### src/rtl/rr_hold_arbiter_pkg.sv
// rr_hold_arbiter_pkg: shared FSM state encoding and default sizing for the hold arbiter.
package rr_hold_arbiter_pkg;

    typedef enum logic [1:0] {
        IDLE = 2'd0,
        HOLD = 2'd1,
        GAP  = 2'd2
    } state_e;

    localparam int DEF_N        = 4;
    localparam int DEF_MAX_HOLD = 8;
    localparam int DEF_CNT_W    = 4;

endpackage

### src/rtl/rr_hold_arbiter_pick.sv
// rr_pick: round-robin winner select; lowest request above last_ptr, else lowest request overall.
module rr_pick #(
    parameter int N = 4
) (
    input  logic [N-1:0] req,
    input  logic [N-1:0] last_ptr,
    output logic [N-1:0] pick
);

    logic [N-1:0] mask, masked, sel;

    // Mask bit i is set when the pointer lies at some position below i.
    always_comb begin
        mask = '0;
        for (int i = 1; i < N; i++) mask[i] = mask[i-1] | last_ptr[i-1];
    end

    assign masked = req & mask;
    assign sel    = |masked ? masked : req;
    assign pick   = sel & (~sel + N'(1));

endmodule

### src/rtl/rr_hold_arbiter.sv
// rr_hold_arbiter: round-robin arbiter whose owner holds the grant until done, request drop
// or MAX_HOLD expiry, followed by a one-cycle turnaround gap.
module rr_hold_arbiter
    import rr_hold_arbiter_pkg::*;
#(
    parameter int N        = DEF_N,
    parameter int MAX_HOLD = DEF_MAX_HOLD,
    parameter int CNT_W    = DEF_CNT_W
) (
    input  logic         clk,
    input  logic         rst_an,
    input  logic [N-1:0] req,
    input  logic         done,
    output logic [N-1:0] grant,
    output logic         busy,
    output logic         timeout
);

    state_e           state_q, state_d;
    logic [N-1:0]     grant_q, grant_d, last_q, last_d, pick;
    logic [CNT_W-1:0] cnt_q, cnt_d;
    logic             busy_q, busy_d, timeout_q, timeout_d;
    logic             own_req, at_max, rel;

    rr_pick #(.N(N)) u_pick (
        .req      (req),
        .last_ptr (last_q),
        .pick     (pick)
    );

    assign own_req = |(req & grant_q);
    assign at_max  = cnt_q == CNT_W'(MAX_HOLD - 1);
    assign rel     = done || !own_req || at_max;

    always_ff @(posedge clk or negedge rst_an) begin
        if (!rst_an) begin
            state_q   <= IDLE;
            grant_q   <= '0;
            last_q    <= {1'b1, {(N-1){1'b0}}};
            cnt_q     <= '0;
            busy_q    <= 1'b0;
            timeout_q <= 1'b0;
        end else begin
            state_q   <= state_d;
            grant_q   <= grant_d;
            last_q    <= last_d;
            cnt_q     <= cnt_d;
            busy_q    <= busy_d;
            timeout_q <= timeout_d;
        end
    end

    always_comb begin
        state_d = state_q;
        last_d  = last_q;
        cnt_d   = cnt_q;
        case (state_q)
            IDLE: begin
                cnt_d = '0;
                if (|req) state_d = HOLD;
            end
            HOLD: begin
                if (rel) begin
                    state_d = GAP;
                    last_d  = grant_q;
                end else begin
                    cnt_d = cnt_q + CNT_W'(1);
                end
            end
            default: state_d = IDLE;
        endcase
    end

    // done outranks the hold limit, so timeout only fires when nothing else released.
    always_comb begin
        grant_d   = (state_q == IDLE) ? pick :
                    (state_q == HOLD && !rel) ? grant_q : '0;
        busy_d    = |grant_d;
        timeout_d = state_q == HOLD && !done && own_req && at_max;
    end

    assign grant   = grant_q;
    assign busy    = busy_q;
    assign timeout = timeout_q;

endmodule

### config.mk
export PLATFORM = sky130hd
export DESIGN_NAME = rr_hold_arbiter
export DESIGN_NICKNAME = d
export VERILOG_FILES = /design/src/rtl/rr_hold_arbiter_pkg.sv /design/src/rtl/rr_hold_arbiter_pick.sv /design/src/rtl/rr_hold_arbiter.sv
export SDC_FILE = /design/constraint.sdc
export NUM_CORES = 1
export LEC_CHECK = 0
export CAP_MARGIN = 10
export CORE_ASPECT_RATIO = 1.2
export CORE_UTILIZATION = 40
export DETAILED_ROUTE_END_ITERATION = 6
export PLACE_DENSITY = 0.73
export RECOVER_POWER = 100
export SYNTH_ARGS = -nofsm -noshare
export SYNTH_HDL_FRONTEND = slang
export SYNTH_SLANG_ARGS = --single-unit
### constraint.sdc
create_clock -name clk -period 2.2 [get_ports clk]
set_clock_uncertainty 0.2 [all_clocks]
set_input_delay 0.22 -clock clk [delete_from_list [all_inputs] [get_ports clk]]
set_output_delay 0.22 -clock clk [all_outputs]
set_load 0.005 [all_outputs]
==> impl_metrics.csv, run 1 <==
group,metric,value,unit
logic_synthesis,postSynthAreaPerCell,10.3,sq um
critical_path,timing.critical_path.slowest_stage_cell,"sky130_fd_sc_hd__dlygate4sd3_1",
floorplan,die_w,41.4,um
global_routing,gr-usage-met2,0.271,
logic_synthesis,yosys.area_share.xor_xnor,0,
sta,final_period_util,0.925,
sta,finalWorstPathRequiredPeriod,2.04,ns
global_routing,first_global_vias,614,
pwr,p_sw,0.311,mW
drt,wl,1470,um
cts,cts_tree,"built",
final_layout,n_fill_cell,163,
floorplan,dieArea,2040,sq um
drt,drc,0,
final_layout,final_nets,99,
cts,cts.clk_slew.worst_paths,0.09,ns
floorplan,initial_core_util,0.443,
final_layout,multiInputGateArea,348,sq um
critical_path,worstSetupEndpointType,"flip-flop",
pwr,p_int,0.585,mW
pwr,switching_share,0.347,
cts,cts_buffers,3,
pwr,power_frac_comb,0.355,
final_layout,regArea,375,sq um
logic_synthesis,synth.yosys.seq_area_share,0.504,
placement,placement.io_buffers,12,
logic_synthesis,synth_largest_area_cell,"sky130_fd_sc_hd__dfrtp_1",
logic_synthesis,multiplexer_share_of_the_synthesized_area,0.0454,
drt,detail_route.first_pass.iterations,4,
global_routing,grt_first_pass_wirelength,2620,um
logic_synthesis,synth_compound_area_frac,0.205,
pwr,sequentialPowerShare,0.470,
drt,vias,620,
sta,worst_slew_pin_slew,0.652,ns
pwr,power.static_leakage,0.449,nW
cts,cts_root_buffer,"sky130_fd_sc_hd__clkbuf_4",
sta,finalHoldViolations,0,
cts,number_of_buffers_added_to_fix_hold_violations_after_cts,0,
logic_synthesis,yosys.cell_types.count,30,
floorplan,die_y,49.3,um
critical_path,critical_path.startpoint,"req[3]",
critical_path,worst-endpoint-arrival,2.02,ns
final_layout,final_area,920,sq um
critical_path,crit_fanout,5,
cts,cts.sink_count,15,
logic_synthesis,yosys.area_share.adder,0.0168,
global_routing,grt_use_met3,0.0411,
placement,dp_hpwl,1100,um
logic_synthesis,netlist.area_leader.share,0.504,
cts,ctsLongestPathBuffers,2,
pwr,p_per_area,975,nW/um^2
drt,drt.antenna.violating_nets,0,
floorplan,floorplan.core_area,1680,sq um
critical_path,crit_path_cell_trace,"dlygate4sd3_1 > a22oi_1 > a21oi_1 > a21boi_0 > clkbuf_1 > mux2_2",
critical_path,cp_data_required_time,2.18,ns
drt,starting_drt_drc_count,8,
logic_synthesis,yosysWarnings,0,
critical_path,slowest_delay,0.60,ns
logic_synthesis,synth_top_family_by_area,"simple AND/OR/NAND/NOR gates",
sta,maxClockFrequency,0.491,GHz
drt,via_per_inst,5.74,
final_layout,drive_above_1_share,0.144,
logic_synthesis,yosys.area_share.simple,0.208,
logic_synthesis,syn-instance-count,72,
floorplan,io_pins,13,
sta,report.final.slew_viol_count,0,
cts,cts_htree_levels,1,
sta,max-slew-margin-rel,0.564,
status,run_status,"finished, final reports clean",
floorplan,placementRows,16,
pwr,ir_drop,562,uV
run,cap_violations,0,
final_layout,antenna_cells,0,
drt,route.detailed.wl_per_inst,13.6,um
final_layout,area_growth_syn_to_layout,23.5,%
cts,post_cts.repair.setup_buffers,0,
sta,grt_setup_unrepaired,"no",
sta,setup_tns,0,ns
sta,final_setup_vio_count,0,
global_routing,globalRouteOverflowTotal,0,
worst_hold_path,timing.hold.worst.class,"input pin to async pin",
pwr,clock_power_share,0.175,
global_routing,gr-usage-all-layers,0.186,
global_routing,grtUsageMet1,0.238,
logic_synthesis,post_synth_main_area_contributors,"sky130_fd_sc_hd__dfrtp_1, sky130_fd_sc_hd__nand2_1, sky130_fd_sc_hd__mux2_2",
global_routing,grt.busiest_layer,"met2",
logic_synthesis,netlist_area,744,sq um
critical_path,critical_path_class,"input pin to flip-flop",
cts,worstSkewPairLatency,0.29,ns
critical_path,r2r-start,"grant[0]$_DFF_PN0_",
placement,routability_congestion,0.793,
logic_synthesis,synth.net_count,80,
global_routing,pin_count_of_the_biggest_net_entering_global_routing,16,
logic_synthesis,postSynthRegisterBits,15,
critical_path,timing.critical_path.from_type,"input pin",
cts,post_cts_gate_resize_count,0,
placement,dpl_cell_area,902,sq um
global_routing,antenna_violations_before_repair,0,
## registers in the layout, indices dropped and copies added (netlist names)
register  cells
cnt_q         4
grant         4
last_q        3
state_q       2
busy          1
timeout       1
## final cells by class
cell class | count | share of cell area
clock buffers | 3 | 0.0245
multi-input cells | 55 | 0.378
repair buffers | 16 | 0.159
flip-flops and latches | 15 | 0.408
well taps | 18 | 0.0245
clock inverters | 1 | 0.00544
## per-stage QoR
| step | hold WS, ns | power (mW) | std cells | worst slack (ns) | utilization |
|---|---|---|---|---|---|
| finish | 0.190 | 0.897 | 108 | 0.165 | 0.547 |
| global route | 0.264 | 0.960 | 108 | 0.0863 | 0.547 |
| global placement | 0.306 | 0.766 | 104 | 0.0797 | 0.536 |
| CTS | 0.148 | 0.929 | 108 | 0.253 | 0.553 |
| detailed placement | 0.321 | 0.770 | 104 | 0.00815 | 0.536 |
| floorplan | -0.276 | 0.613 | 72 | 0.389 | - |
## path summary, 6_finish.rpt
path,endpoint,cells past startpoint,slack (ns)
min reg2reg,cnt_q[0]$_DFFE_PN0P_,1,0.33
max,last_q[0]$_DFFE_PN0P_,6,0.16
max reg2reg,last_q[0]$_DFFE_PN0P_,5,0.25
max in group asynchronous,state_q[0]$_DFFE_PN0P_,1,1.19
min,cnt_q[0]$_DFFE_PN0P_,1,0.19
min in group clk,cnt_q[0]$_DFFE_PN0P_,1,0.33
## synth_stat cells, drive strengths merged
cell,instances
a211o,2
a21boi,2
a21oi,5
a22oi,2
and3,2
and3b,1
buf,1
clkbuf,1
dfrtp,15
ha,1
mux2,3
nand2,10
nand3,4
nand3b,1
nand4,1
nor2,3
nor2b,2
nor3,1
nor4b,1
o211ai,1
o21ai,3
o22ai,2
o2bb2ai,2
o31ai,1
o32ai,1
or2,2
or3,2
## power groups by stage
| stage | clock network [mW] | registers, mW | logic, mW |
|---|---|---|---|
| 6_report | 0.157 | 0.421 | 0.318 |
| 5_1_grt | 0.173 | 0.431 | 0.355 |
| 4_1_cts | 0.161 | 0.421 | 0.346 |
| 3_5_place_dp | 0 | 0.426 | 0.344 |
| 3_3_place_gp | 0 | 0.427 | 0.338 |
| 2_1_floorplan | 0 | 0.403 | 0.210 |
## cells in the final DEF, fill, tap and decap left out, types with 3 or more instances in the layout
cell type / instances
sky130_fd_sc_hd__clkdlybuf4s50_1: 4
sky130_fd_sc_hd__clkbuf_4: 3
sky130_fd_sc_hd__mux2_2: 3
sky130_fd_sc_hd__nand3_1: 4
sky130_fd_sc_hd__nor2_1: 3
sky130_fd_sc_hd__nand2_1: 10
sky130_fd_sc_hd__a21oi_1: 5
sky130_fd_sc_hd__dlygate4sd3_1: 8
sky130_fd_sc_hd__buf_4: 3
sky130_fd_sc_hd__dfrtp_1: 15
## layer usage
metal / wire length [um] / vias up / part of all wire
li1: - / 303 / -
met2: 696 / 19 / 0.47
met3: 61 / 7 / 0.041
met1: 645 / 291 / 0.44
met5: 0 / - / 0
met4: 67 / 0 / 0.046
## critical path, delay by kind of cell
family,cells,cell delay (ns)
multiplexers,1,0.35
AO/OA/AOI/OAI,3,0.65
buffers and inverters,2,0.79
## logic make-up (layout without fill, tap and decap cells)
family | count (synthesis) | after routing
multiplexers | 3 | 3
buffers and inverters | 2 | 20
AND/OR/NAND/NOR | 30 | 30
flip-flops | 15 | 15
AO/OA/AOI/OAI | 21 | 21
adder cells (fa/ha/maj) | 1 | 1
Power figures use the tool's default switching activity.
==> inputs of run 2 (changes only) <==
--- a/config.mk
+++ b/config.mk
@@ -7,6 +7,7 @@
 export LEC_CHECK = 0
 export CAP_MARGIN = 10
 export CORE_ASPECT_RATIO = 1.2
+export CORE_MARGIN = 3
 export CORE_UTILIZATION = 40
 export DETAILED_ROUTE_END_ITERATION = 6
 export PLACE_DENSITY = 0.73
==> run 2 against run 1 <==
  * Count of clock-buffer cells in the layout is the same
  * Die area grew 19%
  * Flip-flop and latch count is the same
  * Clock power shrank 4%
  * Hold slack gained 0.011 ns
  * Sequential power is essentially flat
  * Worst setup slack gained 0.036 ns
  * Largest power group unchanged
  * Highest routed layer unchanged
==> impl_metrics.csv, run 2 (synthesis gave the netlist of run 1 again) <==
group,metric,value,unit
floorplan,initial_core_util,0.438,
critical_path,worst-endpoint-arrival,1.97,ns
drt,wl,1500,um
critical_path,setup.worst_path.end,"last_q[1]$_DFFE_PN0P_",
run,cap_violations,0,
cts,cts_htree_levels,1,
final_layout,n_fill_cell,151,
floorplan,die_y,53.3,um
cts,post_cts_gate_resize_count,0,
floorplan,floorplan.core_area,1700,sq um
final_layout,final_nets,98,
final_layout,post_layout_nonfiller_instances,107,
sta,grt_setup_unrepaired,"no",
critical_path,regToRegEndpoint,"last_q[1]$_DFFE_PN0P_",
sta,finalHoldViolations,0,
global_routing,gr-usage-all-layers,0.142,
sta,final_period_util,0.909,
pwr,power.static_leakage,0.443,nW
placement,routability_congestion,0.814,
cts,cts_tree,"built",
cts,post_cts.repair.setup_buffers,0,
drt,vias,611,
floorplan,io_pins,13,
placement,dp_hpwl,1140,um
floorplan,placementRows,16,
pwr,ir_drop,495,uV
final_layout,regArea,375,sq um
pwr,p_per_area,963,nW/um^2
critical_path,slowest_delay,0.45,ns
final_layout,most-common-layout-cells,"sky130_fd_sc_hd__dfrtp_1, sky130_fd_sc_hd__nand2_1, sky130_fd_sc_hd__dlygate4sd3_1",
cts,ctsLongestPathBuffers,2,
critical_path,cp_data_required_time,2.18,ns
sta,report.final.slew_viol_count,0,
drt,route.detailed.wl_per_inst,14.0,um
final_layout,commonest_non_fill_non_tap_cell_in_the_layout,"sky130_fd_sc_hd__dfrtp_1",
critical_path,worst_r2r_path_depth,5,
floorplan,dieArea,2420,sq um
cts,worstSkewPairLatency,0.28,ns
critical_path,r2r-start,"grant[0]$_DFF_PN0_",
drt,via_per_inst,5.71,
sta,final_setup_vio_count,0,
final_layout,multiInputGateArea,348,sq um
sta,worst_slew_pin_slew,0.660,ns
sta,max-slew-margin-rel,0.559,
drt,drc,0,
critical_path,critical_path_class,"flip-flop to flip-flop",
global_routing,first_global_vias,550,
critical_path,crit_fanout,5,
global_routing,globalRouteOverflowTotal,0,
worst_hold_path,timing.hold.worst.class,"input pin to async pin",
placement,dp_cells,103,
sta,finalWorstSetupSlack,0.201,ns
cts,cts.sink_count,15,
sta,finalWorstPathRequiredPeriod,2.00,ns
global_routing,pin_count_of_the_biggest_net_entering_global_routing,16,
final_layout,drive_above_1_share,0.135,
sta,setup_tns,0,ns
cts,cts_buffers,3,
critical_path,timing.critical_path.from_type,"flip-flop",
final_layout,area_growth_syn_to_layout,22.5,%
placement,place_worst_setup_slack,0.0338,ns
global_routing,antenna_violations_before_repair,0,
sta,maxClockFrequency,0.500,GHz
final_layout,finalCoreUtilization,0.536,
pwr,post-layout-total-power,0.879,mW
critical_path,worstSetupEndpointType,"flip-flop",
placement,placement.io_buffers,12,
drt,starting_drt_drc_count,13,
critical_path,timing.critical_path.slowest_stage_cell,"sky130_fd_sc_hd__dfrtp_1",
final_layout,antenna_cells,0,
drt,detail_route.first_pass.iterations,4,
cts,number_of_buffers_added_to_fix_hold_violations_after_cts,0,
cts,cts.clk_slew.worst_paths,0.09,ns
critical_path,critical_path.startpoint,"grant[0]$_DFF_PN0_",
drt,drt.antenna.violating_nets,0,
status,run_status,"finished, final reports clean",
floorplan,die_w,45.4,um
critical_path,crit_path_cell_trace,"a22oi_2 > a21oi_1 > a21boi_0 > clkbuf_1 > mux2_2",
critical_path,timing.reg2reg.setup_slack,0.20,ns
global_routing,grt_first_pass_wirelength,2370,um
cts,cts_root_buffer,"sky130_fd_sc_hd__clkbuf_4",
[run 2: routing by layer]
metal  GRT usage  vias to the layer above  wire (um)
li1            -                      301          -
met1       0.181                      290        701
met2       0.219                       15        699
met3      0.0204                        5         57
met4      0.0878                        0         41
met5           0                        -          0
[run 2: cell type report]
class,instances,share of cell area
tap,18,0.0247
timing repair buffer,15,0.152
sequential,15,0.412
multi-input combinational,55,0.381
clock buffer,3,0.0247
clock inverter,1,0.00549
[run 2: report_power, final]
part	internal (mW)	leakage (nW)	total (mW)	switching, mW
Sequential	0.345	0.201	0.421	0.0754
Combinational	0.161	0.224	0.308	0.146
Clock	0.0675	0.0177	0.150	0.0828
[run 2: stage by stage]
step | cell area, sq um | hold slack, ns
after floorplan | 744 | -0.276
after global placement | 895 | 0.306
after detailed placement | 895 | 0.309
after CTS | 922 | 0.143
after global routing | 912 | 0.235
final | 912 | 0.202
[run 2: worst min-delay path by stage]
stage                            end                  start  slack [ns]
2_1_floorplan         busy$_DFF_PN0_                 rst_an       -0.28
3_3_place_gp   last_q[2]$_DFFE_PN0P_  last_q[2]$_DFFE_PN0P_        0.31
3_5_place_dp   last_q[2]$_DFFE_PN0P_  last_q[2]$_DFFE_PN0P_        0.31
4_1_cts         cnt_q[1]$_DFFE_PN0P_                 rst_an        0.14
5_1_grt         cnt_q[0]$_DFFE_PN0P_                 rst_an        0.23
6_report        cnt_q[1]$_DFFE_PN0P_                 rst_an        0.20
[run 2: worst max-delay path: cells and delay by family, from the launching register on]
kind,cells,cell delay (ns)
AO/OA/AOI/OAI,3,0.70
buffers and inverters,1,0.20
multiplexers,1,0.34
flip-flops,1,0.45
